--- src/rtl/hilo_mdu.sv ---
// hilo_mdu -- execute-stage HI/LO register file with an iterative multiply/divide unit.
//
// Holds HI/LO for MFHI/MFLO. It accepts MTHI/MTLO writes through hilo_we
// (10 = HI, 01 = LO, 11 = both). It runs MULT/MULTU/DIV/DIVU one bit per cycle
// and raises busy so the pipeline stalls while an operation is in flight.
//
// Ports
//   clk       rising-edge clock
//   rst       synchronous, active-high reset
//   hilo_we   [1]=write HI, [0]=write LO from wdata (dropped while busy)
//   wdata     MTHI/MTLO source
//   md_start  start mult/div (sampled only while idle)
//   md_op     00 MULT, 01 MULTU, 10 DIV, 11 DIVU
//   src_a     multiplicand / dividend
//   src_b     multiplier / divisor
//   flush     abort an in-flight operation; HI/LO keep their old values
//   hi, lo    registered HI/LO
//   busy      operation in flight
//   done      one-cycle pulse after mult/div wrote HI/LO
//
// Build option
//   HILO_FAST_MULT_EN : MULT/MULTU complete in a single cycle. Their result is
//                       written on the start edge and busy stays low. DIV is
//                       unchanged.
module hilo_mdu #(
    parameter int WIDTH = 32
) (
    input  logic             clk,
    input  logic             rst,
    input  logic [1:0]       hilo_we,
    input  logic [WIDTH-1:0] wdata,
    input  logic             md_start,
    input  logic [1:0]       md_op,
    input  logic [WIDTH-1:0] src_a,
    input  logic [WIDTH-1:0] src_b,
    input  logic             flush,
    output logic [WIDTH-1:0] hi,
    output logic [WIDTH-1:0] lo,
    output logic             busy,
    output logic             done
);

    localparam int            CW   = $clog2(WIDTH);
    localparam logic [CW-1:0] LAST = CW'(WIDTH - 1);

    typedef enum logic [1:0] {S_IDLE, S_MUL, S_DIV} state_t;

    function automatic logic [WIDTH-1:0] cond_neg(input logic [WIDTH-1:0] v, input logic neg);
        return neg ? -v : v;
    endfunction

    function automatic logic [2*WIDTH-1:0] cond_neg_dw(input logic [2*WIDTH-1:0] v, input logic neg);
        return neg ? -v : v;
    endfunction

    state_t             r_state, w_state_nxt;
    logic [CW-1:0]      r_cnt;
    logic [WIDTH-1:0]   r_op_a, r_op_b, r_raw_a;
    logic               r_neg_q, r_neg_r;
    logic [WIDTH-1:0]   r_acc_hi, r_acc_lo;

    logic               w_start, w_last, w_signed, w_a_neg, w_b_neg;
    logic [WIDTH-1:0]   w_mag_a, w_mag_b;
    logic [WIDTH:0]     w_mul_sum, w_div_shift;
    logic [WIDTH-1:0]   w_mul_hi, w_mul_lo, w_div_hi, w_div_lo;
    logic               w_div_ge;
    logic [WIDTH-1:0]   w_acc_hi_nxt, w_acc_lo_nxt, w_res_hi, w_res_lo;

    // A start in the same cycle as flush is discarded.
    assign w_start  = (r_state == S_IDLE) && md_start && !flush;
    assign w_last   = (r_cnt == LAST);

    // Signed ops work on magnitudes. Signs are reapplied on the final write.
    assign w_signed = ~md_op[0];
    assign w_a_neg  = w_signed & src_a[WIDTH-1];
    assign w_b_neg  = w_signed & src_b[WIDTH-1];
    assign w_mag_a  = cond_neg(src_a, w_a_neg);
    assign w_mag_b  = cond_neg(src_b, w_b_neg);

`ifdef HILO_FAST_MULT_EN
    logic [2*WIDTH-1:0] w_fast_prod;
    assign w_fast_prod = cond_neg_dw({{WIDTH{1'b0}}, w_mag_a} * {{WIDTH{1'b0}}, w_mag_b},
                                     w_a_neg ^ w_b_neg);
`endif

    // Shift-add step: the multiplier sits in acc_lo and is consumed LSB first.
    // The partial product enters acc_hi and shifts down into acc_lo.
    assign w_mul_sum   = {1'b0, r_acc_hi} + (r_acc_lo[0] ? {1'b0, r_op_a} : '0);
    assign w_mul_hi    = w_mul_sum[WIDTH:1];
    assign w_mul_lo    = {w_mul_sum[0], r_acc_lo[WIDTH-1:1]};

    // Restoring step: the remainder is in acc_hi, and the dividend shifts out
    // of acc_lo while quotient bits shift in.
    // The shifted remainder is < 2*divisor, so a subtraction that succeeds fits in WIDTH bits.
    assign w_div_shift = {r_acc_hi, r_acc_lo[WIDTH-1]};
    assign w_div_ge    = (w_div_shift >= {1'b0, r_op_b});
    assign w_div_hi    = w_div_ge ? (w_div_shift[WIDTH-1:0] - r_op_b) : w_div_shift[WIDTH-1:0];
    assign w_div_lo    = {r_acc_lo[WIDTH-2:0], w_div_ge};

    always_comb begin
        w_acc_hi_nxt = w_div_hi;
        w_acc_lo_nxt = w_div_lo;
        w_res_hi     = cond_neg(w_div_hi, r_neg_r);
        w_res_lo     = cond_neg(w_div_lo, r_neg_q);
        if (r_state == S_MUL) begin
            w_acc_hi_nxt         = w_mul_hi;
            w_acc_lo_nxt         = w_mul_lo;
            {w_res_hi, w_res_lo} = cond_neg_dw({w_mul_hi, w_mul_lo}, r_neg_q);
        end else if (r_op_b == '0) begin
            // Divide by zero: all-ones quotient, and the dividend as remainder.
            w_res_hi = r_raw_a;
            w_res_lo = '1;
        end
    end

    // FSM: state register
    always_ff @(posedge clk) begin
        if (rst) r_state <= S_IDLE;
        else     r_state <= w_state_nxt;
    end

    // FSM: next state
    always_comb begin
        w_state_nxt = r_state;
        case (r_state)
            S_IDLE: begin
                if (w_start) begin
`ifdef HILO_FAST_MULT_EN
                    w_state_nxt = md_op[1] ? S_DIV : S_IDLE;
`else
                    w_state_nxt = md_op[1] ? S_DIV : S_MUL;
`endif
                end
            end
            S_MUL, S_DIV: if (flush || w_last) w_state_nxt = S_IDLE;
            default:      w_state_nxt = S_IDLE;
        endcase
    end

    // FSM: outputs
    always_comb begin
        busy = (r_state != S_IDLE);
    end

    // HI/LO, done pulse and iteration counter
    always_ff @(posedge clk) begin
        if (rst) begin
            hi    <= '0;
            lo    <= '0;
            done  <= 1'b0;
            r_cnt <= '0;
        end else begin
            done <= 1'b0;
            if (r_state == S_IDLE) begin
                r_cnt <= '0;
                if (hilo_we[1]) hi <= wdata;
                if (hilo_we[0]) lo <= wdata;
`ifdef HILO_FAST_MULT_EN
                if (w_start && !md_op[1]) begin
                    hi   <= w_fast_prod[2*WIDTH-1:WIDTH];
                    lo   <= w_fast_prod[WIDTH-1:0];
                    done <= 1'b1;
                end
`endif
            end else if (flush) begin
                r_cnt <= '0;
            end else if (w_last) begin
                r_cnt <= '0;
                hi    <= w_res_hi;
                lo    <= w_res_lo;
                done  <= 1'b1;
            end else begin
                r_cnt <= r_cnt + CW'(1);
            end
        end
    end

    // Operand latches and working accumulator
    always_ff @(posedge clk) begin
        if (w_start) begin
            r_op_a   <= w_mag_a;
            r_op_b   <= w_mag_b;
            r_raw_a  <= src_a;
            r_neg_q  <= w_a_neg ^ w_b_neg;
            r_neg_r  <= w_a_neg;
            r_acc_hi <= '0;
            r_acc_lo <= md_op[1] ? w_mag_a : w_mag_b;
        end else if (busy) begin
            r_acc_hi <= w_acc_hi_nxt;
            r_acc_lo <= w_acc_lo_nxt;
        end
    end

endmodule
--- config.mk ---
export PLATFORM = sky130hd
export DESIGN_NAME = hilo_mdu
export DESIGN_NICKNAME = d
export VERILOG_FILES = /design/src/rtl/hilo_mdu.sv
export SDC_FILE = /design/constraint.sdc
export NUM_CORES = 1
export LEC_CHECK = 0
export BUFFER_PORTS_ARGS = -buffer_cell sky130_fd_sc_hd__buf_4
export CAP_MARGIN = 25
export CORE_MARGIN = 8
export CORE_UTILIZATION = 62
export CTS_CLUSTER_SIZE = 30
export DETAILED_ROUTE_END_ITERATION = 12
export PLACE_DENSITY = 0.83
export SYNTH_ARGS = -nofsm -noshare
export SYNTH_HDL_FRONTEND = slang
export SYNTH_SLANG_ARGS = --single-unit
export TNS_END_PERCENT = 1
--- constraint.sdc ---
create_clock -name clk -period 6.4 [get_ports clk]
set_input_delay 1.28 -clock clk [delete_from_list [all_inputs] [get_ports clk]]
set_output_delay 1.28 -clock clk [all_outputs]
set_load 0.02 [all_outputs]
Word level (Yosys, flattened, before mapping)
Cells that the tools add are included.

operators by class
  eq/ne operators = 8
  add/subtract/negate cells = 8
  multiplexer cells = 29
  bitwise gates (word level) = 4
  $lt $le $gt $ge = 1
  reduce and logical (&&, ||, !) cells = 15

operator list
  cell                   count
  $mux W32               23
  $neg A32 Y32           4
  $mux W64               1
  $neg A64 Y64           1
  $add A32 B32 Y33       1
  $ge A33 B32 Y1         1
  $logic_not A32 Y1      1
  $sub A32 B32 Y32       1
  $ne A2 B2 Y1 const B   4
  $mux W2                3
  $reduce_and A3 Y1      2
  $reduce_bool A2 Y1     3
  $add A5 B1 Y5 const B  1
  $eq A5 B5 Y1 const B   1
  $pmux W2 S2            1
  $reduce_or A4 Y1       1
  $reduce_or A3 Y1       1
  $and A1 B1 Y1          2
  $eq A2 B1 Y1 const B   1
  $eq A2 B2 Y1 const B   1
  $logic_and A1 B1 Y1    2
  $logic_not A2 Y1       1
  $ne A2 B1 Y1 const B   1
  $reduce_and A2 Y1      1
  6 further kinds        6

word-level totals
  word-level logic and storage cells = 77
  register bits = 234
  output and inout port bits = 66
  input bits = 104

Logic depth before layout (Yosys ltp)
  word-level depth = 9
  depth in mapped cells = 24
  gate-level depth less buffers = 19

Least setup slack after synthesis
OpenSTA, ideal clock, no wires.

  kind = input to register
  start = in flush
  end = reg r_acc_lo[30] (data pin)
  library setup time = 0.409 ns
  path buffers = 2
  slack = 1.075 ns
  stages = 5
  arrival = 4.916 ns
  data required time = 5.991 ns
  path through = nand3b_1 -> inv_1 -> clkbuf_1 -> clkbuf_1 -> a21oi_1

on the way
  cells in the longest elaborated chain, start to end = 3

RTL lines
  item                  line  RTL
  start, declared       36    input logic flush,
  $logic_not A1 Y1      70    assign w_start = (r_state == S_IDLE) && md_start && !flush;
  $logic_and A1 B1 Y1   70
  net w_start           62    logic w_start, w_last, w_signed, w_a_neg, w_b_neg;
  $mux W32              180   if (w_start) begin
  end signal, assigned  187   r_acc_lo <= md_op[1] ? w_mag_a : w_mag_b;
  end signal, assigned  190   r_acc_lo <= w_acc_lo_nxt;
  end, declared         60    logic [WIDTH-1:0] r_acc_hi, r_acc_lo;

The timed path passes the listed nets, and every way through them passes these cells.
A chain may end at the register's enable or synchronous reset.

Worst setup path in the final report
  start = reg r_acc_hi[19]
  end = reg hi[30]

on the way
  cells in the longest elaborated chain, start to end = 9
  elaborated cells on any way between the ends = 13
  those cells by class = add/sub: 4; order compare: 1; mux: 8

RTL lines
  item                                                       line    RTL
  start, declared                                            60
  start signal, assigned                                     189     r_acc_hi <= w_acc_hi_nxt;
  $sub A32 B32 Y32 / $ge A33 B32 Y1 (equally long branches)  97, 96
  $mux W32                                                   97      assign w_div_hi = w_div_ge ? (w_div_shift[WIDTH-1:0] - r_op_b) : w_div_shift[WIDTH-1:0];
  $neg A32 Y32                                               49      return neg ? -v : v;
  $mux W32                                                   49
  $mux W32                                                   109     end else if (r_op_b == '0) begin
  $mux W32 *                                                 105     if (r_state == S_MUL) begin
  $mux W32 *                                                 167     end else if (w_last) begin
  $mux W32 *                                                 165     end else if (flush) begin
  $mux W32 *                                                 154     if (r_state == S_IDLE) begin
  end signal, assigned                                       156     if (hilo_we[1]) hi <= wdata;
  end signal, assigned                                       169     hi <= w_res_hi;
  end, declared                                              37      output logic [WIDTH-1:0] hi,

Every way passes the cells marked *; elsewhere a longest branch is shown, timed or not. The select of a mux whose other input is x is not followed.

==> run summary <==
========================================================================================
Chip height                                                                       191 µm
Starting density of the core                                                       0.624
Reported max-cap violation count                                                       0
Worst-Margin Slew                                                                1100 ps
Highest cell delay on the worst timing path                                       530 ps
Most repeated cell in the gate-level netlist after synthesis                     nand2_1
Dominant cell type by area after synthesis                                      edfxtp_1
Number of port buffers                                                               169
Count of distinct cell types in the synthesized netlist                               94
Kind of capture point of the worst setup path                                   register
TritonCTS buffer count                                                                27
Power density relative to cell area                                           494 nW/µm²
Design Power                                                                     10.5 mW
I/O pin count                                                                        170
Crit path time final                                                             5780 ps
Yosys warnings                                                                         0
Number of nets in the final layout                                                  2548
Signal arrival time at the worst endpoint                                        6260 ps
Count of unresolved DRC violations after routing                                       0
Max-slew violations                                                                    0
FF+latch count, synth                                                                233
Antenna Violating Nets Remaining                                                       0
Average footprint of a synthesized cell                                         8.18 µm²
Worst IR drop on VDD                                                              349 µV
Area of the mapped netlist                                                     18900 µm²
Most instantiated cells after synthesis                                     nand2_1 (224), a21oi_1 (208), nor2_1 (194), o21ai_0 (132), clkbuf_1 (130)
Unrepaired setup endpoints after global routing                                    false
Overall track demand over capacity in global routing                               0.386
CTS sink count                                                                       233
Standard-cell row count                                                               64
Most common flop cell mapped by yosys                                           edfxtp_1
Pin count of the biggest net entering global routing                                 197
Core box area                                                                  30300 µm²
Cell chosen for the clock root                                                 clkbuf_16
Leakage power summed over all cells                                              8.44 nW
Crit-path leading delay family                                              compound AO/OA/AOI/OAI gates
First-pass GRT wire length                                                     107000 µm
Number of hold violations in the final report                                          0
Share of the clock period used by the worst path after layout                      0.903
Skew-Pair Late Insertion Delay                                                    570 ps
Die Footprint                                                                  36300 µm²
Number of search-and-repair iterations in the first detailed-routing pass              7
Cells along the critical path                                               ha_1 -> a21oi_2 -> o21ai_0 -> a31o_1 -> a211oi_2 -> nand2_2 -> o21ai_0 -> ha_1 -> nand2_1 -> nor4_1 -> a31oi_1 -> or2_1 -> o41ai_1 -> xor2_1 -> o221ai_1 -> o22ai_1
CTS tree                                                                             yes
Worst Path Class, Setup                                                     register to register
Maximum level of the CTS H-tree                                                        1
Most area-consuming cells after synthesis                                   edfxtp_1 (20%), dfxtp_1 (11%), xor2_1 (5.5%), a21oi_1 (5.5%), xnor2_1 (4.9%)
Cts-stage hold buffer count                                                            0
Post-Syn Instances                                                                  2311
Final-report setup violation count                                                     0
Mean number of vias per cell                                                        6.88
Total via count after detailed routing                                             19200
Via count of the first global-routing pass                                         17600
Total of cells resized after clock tree synthesis                                      0
Clock skew                                                                       29.5 ps
Post-detailed-route wirelength per cell                                          26.3 µm
Synth top area share                                                               0.205
GP Congestion                                                                       1.15
HP Class                                                                    register to register
CP Launch Type                                                                  register
CTS clock-pin slew for the worst setup and hold paths                              70 ps
Sequential area share after synthesis                                              0.315
Slew headroom                                                                      0.262
Number of buffers between clock root and the deepest sink                              3
Buffers & Inverters on Critical Path                                                   0
Antenna violations before repair                                                       7
Placed wire-length estimate after detailed placement                            56600 µm
Gr ovfl total                                                                          0
Synthesized netlist net count                                                       2490
Fraction of registers with async set/reset                                             0
Die width                                                                         191 µm
Worst-path maximum fanout                                                             12
Number of DRC markers in iteration 0                                                2871
Final Routed Wirelength                                                         73200 µm
Number of enable-type register cells in the synthesized netlist                      129
Fraction of layout cells with a size suffix above 1                                0.117
Post-Route Setup TNS                                                                0 ps
Post-CTS setup repair buffer count                                                     0
Required time reported for the critical path endpoint                            6880 ps
Synthesis-to-finish area growth                                                    12.0%
Result of the run                                                           finished, final reports clean
Worst-path cell with the longest stage delay                                      nor4_1
Max frequency                                                                    173 MHz
========================================================================================
[registers in the layout (all words and copies together) (netlist names)]
name / count
r_state: 2
r_neg_r: 1
r_raw_a: 31
hi: 32
r_acc_hi: 32
r_acc_lo: 32
lo: 32
r_neg_q: 1
r_op_b: 32
r_cnt: 5
done: 1
r_op_a: 32
[metal layers]
layer,GRT usage,part of all wire
met1,0.508,0.38
met2,0.571,0.42
met3,0.104,0.13
met4,0.204,0.063
met5,0,0.00055
[path summary, 6_finish.rpt]
kind / startpoint / endpoint / slack [ps] / depth (start not counted)
max: r_acc_hi[19] / hi[30] / 620 / 16
min: r_cnt[0] / r_cnt[0] / 450 / 1
max reg2reg: r_acc_hi[19] / hi[30] / 620 / 16
min reg2reg: r_cnt[0] / r_cnt[0] / 450 / 1
[cell usage in the layout (no fill, tap or decap), drive strengths merged, types with 60 or more instances in the layout]
cell type,instances
a211oi,90
a21oi,209
buf,190
dfxtp,104
edfxtp,129
ha,73
inv,78
mux2i,61
nand2,225
nor2,194
nor3,60
o21ai,152
xnor2,107
xor2,120
[power by group]
| group | switching [mW] | internal [mW] | leakage (nW) |
|---|---|---|---|
| registers | 0.475 | 1.99 | 2.06 |
| clock network | 0.666 | 0.930 | 0.444 |
| logic | 4.19 | 2.21 | 5.93 |
[final cells by class]
class                   count  area [µm²]
diodes                      1        2.50
clock buffers              33         728
clock inverters            17         170
fillers                  2437        9110
inverters                  78         297
multi-input cells        1839       12100
flip-flops and latches    233        5960
well taps                 396         495
repair buffers            190        1450
[stage by stage]
stage | hold slack (ps) | utilization | instances | area [µm²] | setup slack [ps]
2_1_floorplan | 418 | - | 2311 | 18900 | 1080
4_1_cts | 456 | 0.698 | 2785 | 21100 | 845
3_3_place_gp | 428 | 0.669 | 2735 | 20200 | 942
6_report | 455 | 0.699 | 2787 | 21200 | 624
5_1_grt | 471 | 0.699 | 2786 | 21200 | 446
3_5_place_dp | 441 | 0.669 | 2735 | 20200 | 968
[cells by family (layout without fill, tap and decap cells)]
family | after synthesis | after routing | share of synthesized area
compound gates | 723 | 723 | 0.250
xor+xnor | 227 | 227 | 0.107
fa+ha+maj | 75 | 75 | 0.0505
buf+inv | 239 | 318 | 0.0486
flops | 233 | 233 | 0.315
mux | 62 | 62 | 0.0335
other cells | 0 | 1 | 0
simple gates | 752 | 752 | 0.195
Power figures use the tool's default switching activity.
